[config.mk]
export PLATFORM = sky130hd
export DESIGN_NAME = mips_mc_controller
export DESIGN_NICKNAME = d
export VERILOG_FILES = /design/src/rtl/mips_mc_controller.sv
export SDC_FILE = /design/constraint.sdc
export NUM_CORES = 1
export LEC_CHECK = 0
export BUFFER_PORTS_ARGS = -buffer_cell sky130_fd_sc_hd__clkbuf_2
export CAP_MARGIN = 20
export CORE_MARGIN = 5
export CORE_UTILIZATION = 38
export CTS_CLUSTER_SIZE = 20
export DETAILED_ROUTE_END_ITERATION = 8
export PLACE_DENSITY = 0.74
export SLEW_MARGIN = 20
export SYNTH_ARGS = -nofsm -noshare
export SYNTH_HDL_FRONTEND = slang
export SYNTH_SLANG_ARGS = --single-unit
[constraint.sdc]
create_clock -name clk -period 1.2 [get_ports clk]
set_input_delay 0.12 -clock clk [delete_from_list [all_inputs] [get_ports clk]]
set_output_delay 0.12 -clock clk [all_outputs]
set_load 0.03 [all_outputs]
[src/rtl/mips_mc_controller.sv]
// Multi-cycle MIPS control FSM: sequences the shared memory/ALU datapath through
// fetch, decode, execute, memory and writeback steps, stalling on memory wait states.
module mips_mc_controller (
   input  logic       clk,
   input  logic       rst_n,
   input  logic [5:0] opcode,
   input  logic       mem_ready,
   output logic       mem_req,
   output logic       iord,
   output logic       mem_write,
   output logic       ir_write,
   output logic       reg_dst,
   output logic       mem_to_reg,
   output logic       reg_write,
   output logic       alu_src_a,
   output logic [1:0] alu_src_b,
   output logic [1:0] alu_op,
   output logic       branch,
   output logic       pc_write,
   output logic [1:0] pc_src,
   output logic       illegal_op,
   output logic [3:0] state
);

   localparam int unsigned OP_W = 6;

   localparam logic [OP_W-1:0] OP_RTYPE = 6'b000000;
   localparam logic [OP_W-1:0] OP_LW    = 6'b100011;
   localparam logic [OP_W-1:0] OP_SW    = 6'b101011;
   localparam logic [OP_W-1:0] OP_BEQ   = 6'b000100;
   localparam logic [OP_W-1:0] OP_ADDI  = 6'b001000;
   localparam logic [OP_W-1:0] OP_J     = 6'b000010;

   typedef enum logic [3:0] {
      S_FETCH    = 4'd0,
      S_DECODE   = 4'd1,
      S_MEMADR   = 4'd2,
      S_MEMRD    = 4'd3,
      S_MEMWB    = 4'd4,
      S_MEMWR    = 4'd5,
      S_EXECUTE  = 4'd6,
      S_ALUWB    = 4'd7,
      S_BRANCH   = 4'd8,
      S_ADDIEXEC = 4'd9,
      S_ADDIWB   = 4'd10,
      S_JUMP     = 4'd11,
      S_ERROR    = 4'd15
   } state_t;

   state_t state_q, state_d;
   logic   reg_write_c, mem_write_c;

   // State register; async reset aborts any instruction straight back to FETCH
   always_ff @(posedge clk or negedge rst_n) begin
      if (!rst_n) state_q <= S_FETCH;
      else        state_q <= state_d;
   end

   // Next-state and Moore output decode
   always_comb begin
      state_d     = state_q;
      mem_req     = 1'b0;
      iord        = 1'b0;
      mem_write_c = 1'b0;
      ir_write    = 1'b0;
      reg_dst     = 1'b0;
      mem_to_reg  = 1'b0;
      reg_write_c = 1'b0;
      alu_src_a   = 1'b0;
      alu_src_b   = 2'b00;
      alu_op      = 2'b00;
      branch      = 1'b0;
      pc_write    = 1'b0;
      pc_src      = 2'b00;
      illegal_op  = 1'b0;
      unique case (state_q)
         S_FETCH: begin
            mem_req   = 1'b1;
            alu_src_b = 2'b01;
            ir_write  = mem_ready;
            pc_write  = mem_ready;
            if (mem_ready) state_d = S_DECODE;
         end
         S_DECODE: begin
            alu_src_b = 2'b11;
            case (opcode)
               OP_LW, OP_SW: state_d = S_MEMADR;
               OP_RTYPE:     state_d = S_EXECUTE;
               OP_BEQ:       state_d = S_BRANCH;
               OP_ADDI:      state_d = S_ADDIEXEC;
               OP_J:         state_d = S_JUMP;
               default:      state_d = S_ERROR;
            endcase
         end
         S_MEMADR: begin
            alu_src_a = 1'b1;
            alu_src_b = 2'b10;
            state_d   = (opcode == OP_SW) ? S_MEMWR : S_MEMRD;
         end
         S_MEMRD: begin
            mem_req = 1'b1;
            iord    = 1'b1;
            if (mem_ready) state_d = S_MEMWB;
         end
         S_MEMWB: begin
            reg_write_c = 1'b1;
            mem_to_reg  = 1'b1;
            state_d     = S_FETCH;
         end
         S_MEMWR: begin
            mem_req     = 1'b1;
            iord        = 1'b1;
            mem_write_c = 1'b1;
            if (mem_ready) state_d = S_FETCH;
         end
         S_EXECUTE: begin
            alu_src_a = 1'b1;
            alu_op    = 2'b10;
            state_d   = S_ALUWB;
         end
         S_ALUWB: begin
            reg_write_c = 1'b1;
            reg_dst     = 1'b1;
            state_d     = S_FETCH;
         end
         S_BRANCH: begin
            alu_src_a = 1'b1;
            alu_op    = 2'b01;
            branch    = 1'b1;
            pc_src    = 2'b01;
            state_d   = S_FETCH;
         end
         S_ADDIEXEC: begin
            alu_src_a = 1'b1;
            alu_src_b = 2'b10;
            state_d   = S_ADDIWB;
         end
         S_ADDIWB: begin
            reg_write_c = 1'b1;
            state_d     = S_FETCH;
         end
         S_JUMP: begin
            pc_write = 1'b1;
            pc_src   = 2'b10;
            state_d  = S_FETCH;
         end
         default: begin
            // ERROR and the unused codes 12-14 all park here until reset
            illegal_op = 1'b1;
            state_d    = S_ERROR;
         end
      endcase
   end

   // Architectural writes are blocked for the whole reset pulse
   assign reg_write = reg_write_c & rst_n;
   assign mem_write = mem_write_c & rst_n;
   assign state     = 4'(state_q);

endmodule
==> results.yml, run 1 <==
run_status:
  run_status: "stopped before the end"
  last-stage-reached: "clock tree synthesis (4_1_cts)"
  toolErrorMsg: "[ERROR DPL-0038] Utilization greater than 100%, impossible to legalize"
synthesis:
  synth_simple_gate_area_share_pct: 41.9
  share_of_the_synthesized_area_in_compound_gates_ao_oa_aoi_oai_pct: 23.0
  synthAdderAreaFrac_pct: 0
  synthesis.area_per_instance_um2: 6.88
  synth_top_family_by_area: "simple AND/OR/NAND/NOR gates"
  seq_area_frac_synth_pct: 19.1
  synth.area.mux_share_pct: 4.07
  synth_xor_xnor_area_share_pct: 3.35
  yosysUniqueCellTypes: 31
  postSynthRegisterBits: 4
  mappedNetlistArea_um2: 523
  synth_nets: 85
  yosysWarningCount: 0
  post_synth_inst_count: 76
placement:
  gp_congestion: 0.855
  io_buffer_count: 29
  detailed_place_hpwl_um: 1370
die:
  rows: 13
  die_w_um: 47.1
  io-pin-count: 30
  floorplan.die.height_um: 47.1
  initial_core_util_pct: 40.2
clock_tree:
  number_of_buffers_inserted_during_clock_tree_synthesis: 3
  tritoncts_num_sinks: 4
  post_cts.resized_instances: 56
  clock_tree.buffer_depth: 2
  holdBufCountCts: 1
  cts_max_level: 1
  cts_setup_buffers: 11
  clockRootBuffer: "sky130_fd_sc_hd__clkbuf_4"
metrics by stage:
| stage | setup WS (ns) | TNS [ns] | std cells | area [um2] |
|---|---|---|---|---|
| after detailed placement | -0.226 | -1.90 | 135 | 968 |
| after global placement | -0.191 | -1.62 | 135 | 968 |
| after floorplan | -0.433 | -3.40 | 76 | 736 |
synth_stat cells:
cell type	instances	area [um2]
sky130_fd_sc_hd__o22ai_1	1	6.26
sky130_fd_sc_hd__nand2_1	7	26.3
sky130_fd_sc_hd__or3_4	1	11.3
sky130_fd_sc_hd__dfrtp_1	4	100
sky130_fd_sc_hd__o21ai_0	3	15.0
sky130_fd_sc_hd__o31ai_1	1	7.51
sky130_fd_sc_hd__or4b_1	1	10.0
sky130_fd_sc_hd__a31o_2	1	8.76
sky130_fd_sc_hd__clkbuf_1	5	18.8
sky130_fd_sc_hd__nor3_1	8	40.0
sky130_fd_sc_hd__o311ai_0	1	8.76
sky130_fd_sc_hd__nand4_1	1	6.26
sky130_fd_sc_hd__and3_2	1	7.51
sky130_fd_sc_hd__buf_4	2	15.0
sky130_fd_sc_hd__o2111ai_1	2	17.5
sky130_fd_sc_hd__xnor2_1	2	17.5
sky130_fd_sc_hd__a21oi_1	5	25.0
sky130_fd_sc_hd__nor2b_1	3	18.8
sky130_fd_sc_hd__a31oi_1	1	6.26
sky130_fd_sc_hd__a21o_1	1	7.51
sky130_fd_sc_hd__o22a_1	1	8.76
sky130_fd_sc_hd__nor4b_1	2	17.5
sky130_fd_sc_hd__nor2_1	7	26.3
sky130_fd_sc_hd__mux2i_1	1	10.0
sky130_fd_sc_hd__or2_2	1	6.26
sky130_fd_sc_hd__mux2_2	1	11.3
sky130_fd_sc_hd__o2bb2ai_1	1	8.76
sky130_fd_sc_hd__nand3_1	3	15.0
sky130_fd_sc_hd__nand2b_1	3	18.8
sky130_fd_sc_hd__nor3b_1	2	15.0
sky130_fd_sc_hd__inv_1	3	11.3
cells by family after synthesis:
family,count (synthesis)
AND/OR/NAND/NOR,40
AO/OA/AOI/OAI,18
XOR/XNOR,2
buffers and inverters,10
flip-flops,4
multiplexers,2
==> inputs of run 2 (changes only) <==
--- a/config.mk
+++ b/config.mk
@@ -7,11 +7,10 @@
 export LEC_CHECK = 0
 export BUFFER_PORTS_ARGS = -buffer_cell sky130_fd_sc_hd__clkbuf_2
 export CAP_MARGIN = 20
-export CORE_MARGIN = 5
-export CORE_UTILIZATION = 38
-export CTS_CLUSTER_SIZE = 20
+export CORE_AREA = 5 5 66 68
 export DETAILED_ROUTE_END_ITERATION = 8
-export PLACE_DENSITY = 0.74
+export DIE_AREA = 0 0 71 73
+export PLACE_DENSITY_LB_ADDON = 0.15
 export SLEW_MARGIN = 20
 export SYNTH_ARGS = -nofsm -noshare
 export SYNTH_HDL_FRONTEND = slang
==> constraint.sdc (replaced) <==
create_clock -name clk -period 1.6 [get_ports clk]
set_input_delay 0.16 -clock clk [delete_from_list [all_inputs] [get_ports clk]]
set_output_delay 0.16 -clock clk [all_outputs]
set_load 0.03 [all_outputs]
==> run 2 against run 1 <==
  * The flow now finishes without violations
  * Synthesized cell count stayed put
  * Synthesized area stayed put
==> results.yml, run 2 <==
worst_setup_path:
  worst-path-max-fanout: 5
  critical-path-top-delay-family: "flip-flops"
  path_cells: "buf_6 -> nor2b_4 -> nor3_1 -> a21oi_1 -> nor2_2 -> clkbuf_8"
  cp_data_arrival_time_ns: 1.40
  worst_setup_path_start_kind: "flip-flop"
  criticalPathCategory: "reg -> out"
  crit_path_top_delay_cell: "sky130_fd_sc_hd__dfrtp_1"
  critical_path.endpoint_type: "output pin"
  worstPathBufferInverterCount: 2
  worst_ep_required_time_ns: 1.44
  critical_path.max_stage_delay_ns: 0.40
timing:
  final_hold_viol_count: 0
  final-max-slew-violation-count: 0
  clock-skew-final_ns: 0.00628
  achievable-frequency_mhz: 642
  finalSetupViolCount: 0
  final.setup.tns_ns: 0
  final_min_period_over_clock_period_pct: 97.4
  rsz0062_at_grt: "yes"
  slew-limit-headroom_pct: 75.5
  max_slew.worst_pin.slew_ns: 0.363
  period_needed_ns: 1.56
  final.hold.worst_slack_ns: 0.323
final_layout:
  layout_common_cells: "sky130_fd_sc_hd__clkbuf_2 (20), sky130_fd_sc_hd__buf_4 (19), sky130_fd_sc_hd__clkbuf_8 (7)"
  finish.net_count: 135
  design_area_um2: 1110
  diodes: 0
  layout-area-overhead-vs-synth_pct: 113
  filler_cell_count: 426
  post_route_cells_drive_above_1_share_pct: 62.4
  max_reg_flops: 4
  mostFrequentLayoutCell: "sky130_fd_sc_hd__clkbuf_2"
die:
  dieArea_um2: 5180
  io-pin-count: 30
  initial_core_util_pct: 13.8
  floorplan.die.height_um: 73
  die_w_um: 71
  core_um2: 3800
  rows: 23
synthesis:
  synth_nets: 85
  seq_area_frac_synth_pct: 19.1
  yosysUniqueCellTypes: 31
  post_synth_inst_count: 76
  synth_top_flop_cell: "sky130_fd_sc_hd__dfrtp_1"
  synth_edf_count: 0
  mappedNetlistArea_um2: 523
  most_frequent_cell_after_synthesis: "sky130_fd_sc_hd__nor3_1"
  synthesis.area_per_instance_um2: 6.88
  top_area_cell_type_share_of_the_netlist_area_pct: 19.1
  synth.area.top_cells: "sky130_fd_sc_hd__dfrtp_1 (19%), sky130_fd_sc_hd__nor3_1 (7.7%), sky130_fd_sc_hd__nand2_1 (5.0%), sky130_fd_sc_hd__nor2_1 (5.0%), sky130_fd_sc_hd__a21oi_1 (4.8%)"
  synth_commonest_cells: "sky130_fd_sc_hd__nor3_1 (8), sky130_fd_sc_hd__nand2_1 (7), sky130_fd_sc_hd__nor2_1 (7), sky130_fd_sc_hd__a21oi_1 (5), sky130_fd_sc_hd__clkbuf_1 (5)"
  yosysWarningCount: 0
  postSynthRegisterBits: 4
  share_of_async_settable_or_async_resettable_flops_after_synthesis_pct: 100
  netlist.top_cell.by_area: "sky130_fd_sc_hd__dfrtp_1"
placement:
  io_buffer_count: 29
  detailed_place_hpwl_um: 1530
  dpl-instance-area_um2: 816
  gp_congestion: 0.692
power_and_ir_drop:
  power_mw: 2.68
  power-per-cell-area_nw_per_um2: 2410
  power.static_leakage_nw: 0.497
  power.ir.vdd_worst_mv: 0.411
clock_tree:
  clock_insertion_delay_worst_skew_ns: 0.22
  number_of_buffers_inserted_during_clock_tree_synthesis: 3
  clock_tree.buffer_depth: 2
  cts_max_level: 1
  clockRootBuffer: "sky130_fd_sc_hd__clkbuf_8"
  clk_transition_reported_paths_ns: 0.03
  tritoncts_clock_tree: "done"
  tritoncts_num_sinks: 4
run_status:
  run_status: "completed"
detailed_routing:
  vias: 732
  detail_route.vias_per_cell: 4.18
  routedWlPerCell_um: 11.8
  firstDrtPassIters: 4
  dr.first_iter.drc_count: 13
  route.detailed.drc: 0
  wl_um: 2070
  final_antenna_net_count: 0
global_route:
  grt-ovfl-total: 0
  grt_max_degree: 13
  grt_pass1_wl_um: 3310
  grt_pass1_vias: 723
  antenna_found_initial: 0
  grt_usage_pct: 8.12
job:
  maxCapViolCount: 0
hold_path:
  worst_min_delay_path_category: "in -> async"
[run 2: final cells by class]
| class | count | area (um2) | area share [%] |
|---|---|---|---|
| clock buffer | 4 | 45.0 | 4.04 |
| inverter | 3 | 11.3 | 1.01 |
| multi-input combinational | 62 | 488 | 43.8 |
| sequential | 4 | 106 | 9.55 |
| tap | 50 | 62.6 | 5.62 |
| timing repair buffer | 52 | 400 | 36.0 |
[run 2: report_power, final]
group | switching, mW | leakage, nW | internal, mW
Sequential | 0.0905 | 0.0454 | 0.171
Combinational | 1.19 | 0.429 | 1.01
Clock | 0.0527 | 0.0228 | 0.170
Total | 1.33 | 0.497 | 1.35
[run 2: repair_timing]
item,in CTS,in global routing
gates resized for setup,20,13
buffers inserted,9,7
hold buffers,1,0
pin swaps,3,8
setup endpoints to repair,9,10
endpoints found under the hold margin,4,0
cloned,0,0
[run 2: per-layer routing]
metal | GRT usage, % | share of wire, % | vias up | wire (um)
met1 | 9.41 | 45 | 326 | 933
met4 | 3.76 | 1.3 | 0 | 27
met5 | 0 | 0 | - | 0
met3 | 2.34 | 6.7 | 2 | 138
li1 | - | - | 379 | -
met2 | 13.8 | 47 | 25 | 973
[run 2: path summary, 6_finish.rpt]
check	cells past startpoint	start	slack, ns	endpoint
setup / recovery	6	state[2]$_DFFE_PN0P_	0.04	mem_req
hold / removal	2	rst_n	0.32	state[1]$_DFFE_PN0P_
setup reg to reg	6	state[0]$_DFFE_PN0P_	0.11	state[2]$_DFFE_PN0P_
hold reg to reg	3	state[3]$_DFFE_PN0P_	0.77	state[0]$_DFFE_PN0P_
max in group asynchronous	2	rst_n	1.09	state[3]$_DFFE_PN0P_
min in group clk	3	mem_ready	0.37	state[0]$_DFFE_PN0P_
[run 2: kinds of logic (layout without fill, tap and decap cells)]
group | after synthesis | in the layout | synth area share, %
AO/OA/AOI/OAI | 18 | 18 | 23.0
XOR/XNOR | 2 | 2 | 3.35
buffers and inverters | 10 | 59 | 8.61
multiplexers | 2 | 2 | 4.07
flip-flops | 4 | 4 | 19.1
AND/OR/NAND/NOR | 40 | 40 | 41.9
[run 2: worst register-to-register path: cells and delay by family (launching register included)]
kind                   cells  cell delay [ns]
and+or+nand+nor            1             0.14
buffers and inverters      3             0.46
AOI/OAI and AO/OA          2             0.31
DFF                        1             0.44
[run 2: through the flow]
stage | util, % | worst slack, ns | instances
global route | 29.3 | -0.0289 | 175
finish | 29.3 | 0.0414 | 175
global placement | 21.5 | 0.0860 | 154
CTS | 27.1 | -0.0382 | 168
detailed placement | 21.5 | 0.0641 | 154
floorplan | - | -0.195 | 76
(Power assumes the default switching activity.)
==> inputs of run 3 (changes only) <==
--- a/config.mk
+++ b/config.mk
@@ -8,6 +8,7 @@
 export BUFFER_PORTS_ARGS = -buffer_cell sky130_fd_sc_hd__clkbuf_2
 export CAP_MARGIN = 20
 export CORE_AREA = 5 5 66 68
+export CTS_BUF_LIST = sky130_fd_sc_hd__clkbuf_4 sky130_fd_sc_hd__clkbuf_8
 export DETAILED_ROUTE_END_ITERATION = 8
 export DIE_AREA = 0 0 71 73
 export PLACE_DENSITY_LB_ADDON = 0.15
==> run 3 against run 2 <==
  * Maximum frequency is the same
  * Design area grew 0.34%
  * Clock skew is essentially flat
  * Non-clock buffer count is the same
  * Via count shrank 0.41%
  * Global-route usage is the same
==> results.yml, run 3 (synthesis gave the netlist of run 2 again) <==
run_status:
  run_status: "completed"
clock_tree:
  tritoncts_num_sinks: 4
  tritoncts_clock_tree: "done"
  clock_insertion_delay_worst_skew_ns: 0.22
  clk_transition_reported_paths_ns: 0.03
  cts_max_level: 1
  number_of_buffers_inserted_during_clock_tree_synthesis: 3
  clock_tree.buffer_depth: 2
  clockRootBuffer: "sky130_fd_sc_hd__clkbuf_8"
timing:
  rsz0062_at_grt: "yes"
  postLayoutSetupSlackWorst_ns: 0.0414
  finalSetupViolCount: 0
  max_slew.worst_pin.slew_ns: 0.363
  final_min_period_over_clock_period_pct: 97.4
  period_needed_ns: 1.56
  slew-limit-headroom_pct: 75.5
  clock-skew-final_ns: 0.00645
  final_hold_viol_count: 0
  final-max-slew-violation-count: 0
  achievable-frequency_mhz: 642
global_route:
  antenna_found_initial: 0
  grt_pass1_wl_um: 3310
  grt-ovfl-total: 0
  grt_usage_pct: 8.12
  grt_pass1_vias: 723
  grt_max_degree: 13
worst_setup_path:
  worst_setup_path_start_kind: "flip-flop"
  ff2ff_setup_slack_ns: 0.11
  critical_path.endpoint_type: "output pin"
  worstRegToRegCells: 6
  critical_path.max_stage_delay_ns: 0.40
  worst_ep_required_time_ns: 1.44
  worstReg2RegStart: "state[0]$_DFFE_PN0P_"
  crit_path_top_delay_cell: "sky130_fd_sc_hd__dfrtp_1"
  path_cells: "buf_6 -> nor2b_4 -> nor3_1 -> a21oi_1 -> nor2_2 -> clkbuf_8"
  criticalPathCategory: "reg -> out"
  worst-path-max-fanout: 5
  cp_data_arrival_time_ns: 1.40
  worstPathBufferInverterCount: 2
  r2r-end: "state[2]$_DFFE_PN0P_"
  critical-path-top-delay-family: "flip-flops"
detailed_routing:
  dr.first_iter.drc_count: 13
  final_antenna_net_count: 0
  detail_route.vias_per_cell: 4.17
  vias: 729
  wl_um: 2070
  route.detailed.drc: 0
  firstDrtPassIters: 4
  routedWlPerCell_um: 11.9
placement:
  io_buffer_count: 29
  gp_congestion: 0.692
  dpl-instance-area_um2: 816
  detailed_place_hpwl_um: 1530
  worst_slack_at_placement_ns: 0.0641
power_and_ir_drop:
  power.static_leakage_nw: 0.500
  power.ir.vdd_worst_mv: 0.411
  power-per-cell-area_nw_per_um2: 2410
final_layout:
  post_route_cells_drive_above_1_share_pct: 63.2
  diodes: 0
  layout_common_cells: "sky130_fd_sc_hd__clkbuf_2 (20), sky130_fd_sc_hd__buf_4 (19), sky130_fd_sc_hd__clkbuf_8 (7)"
  mostFrequentLayoutCell: "sky130_fd_sc_hd__clkbuf_2"
  max_reg_flops: 4
  finish.net_count: 135
  design_area_um2: 1120
  layout-area-overhead-vs-synth_pct: 114
die:
  initial_core_util_pct: 13.8
  floorplan.die.height_um: 73
  core_um2: 3800
  rows: 23
  dieArea_um2: 5180
  die_w_um: 71
  io-pin-count: 30
hold_path:
  worst_min_delay_path_category: "in -> async"
job:
  maxCapViolCount: 0
## run 3: cell types whose count changed in the layout (fill, tap and decap cells not counted)
cell,before,now
sky130_fd_sc_hd__clkbuf_4,1,2
sky130_fd_sc_hd__clkbuf_1,1,0
## run 3: layer usage
layer  up-vias  global-route usage (%)  part of all wire [%]
met2        25                    13.8                    47
met4         0                    3.76                   1.3
met1       323                    9.41                    45
li1        379                       -                     -
met5         -                       0                     0
met3         2                    2.34                   6.7
## run 3: where the power goes
part / internal, mW / leakage, nW / switching, mW
sequential: 0.171 / 0.0454 / 0.0905
clock: 0.187 / 0.0262 / 0.0529
combinational: 1.01 / 0.429 / 1.19
## run 3: area by class of cell
type | instances | area [um2]
fill | 427 | 2680
multi-input combinational | 62 | 488
timing repair buffer | 52 | 400
sequential | 4 | 106
tap | 50 | 62.6
clock buffer | 4 | 48.8
inverter | 3 | 11.3
## run 3: per-stage QoR
| stage | util (%) | hold WS, ns | instances | power, mW | TNS (ns) |
|---|---|---|---|---|---|
| 2_1_floorplan | - | -0.136 | 76 | 1.48 | -0.574 |
| 3_3_place_gp | 21.5 | -0.0185 | 154 | 1.88 | 0 |
| 3_5_place_dp | 21.5 | -0.0216 | 154 | 1.88 | 0 |
| 4_1_cts | 27.2 | 0.326 | 168 | 2.51 | -0.0473 |
| 5_1_grt | 29.4 | 0.339 | 175 | 2.87 | -0.109 |
| 6_report | 29.4 | 0.322 | 175 | 2.70 | 0 |
## run 3: how the worst max path moves through the flow
stage,start,to,slack (ns),depth (start not counted)
floorplan,state[3]$_DFFE_PN0P_,reg_write,-0.19,5
CTS,state[2]$_DFFE_PN0P_,mem_req,-0.04,6
finish,state[2]$_DFFE_PN0P_,mem_req,0.04,6
detailed placement,state[2]$_DFFE_PN0P_,pc_write,0.06,6
global placement,state[2]$_DFFE_PN0P_,pc_write,0.09,6
global route,state[1]$_DFFE_PN0P_,alu_op[0],-0.03,4
## run 3: what timing repair did
action / CTS / global route
endpoints found under the hold margin: 4 / 0
resized for setup: 20 / 13
buffers inserted: 9 / 7
pin swaps: 3 / 8
hold buffers: 1 / 0
setup endpoints to repair: 9 / 10
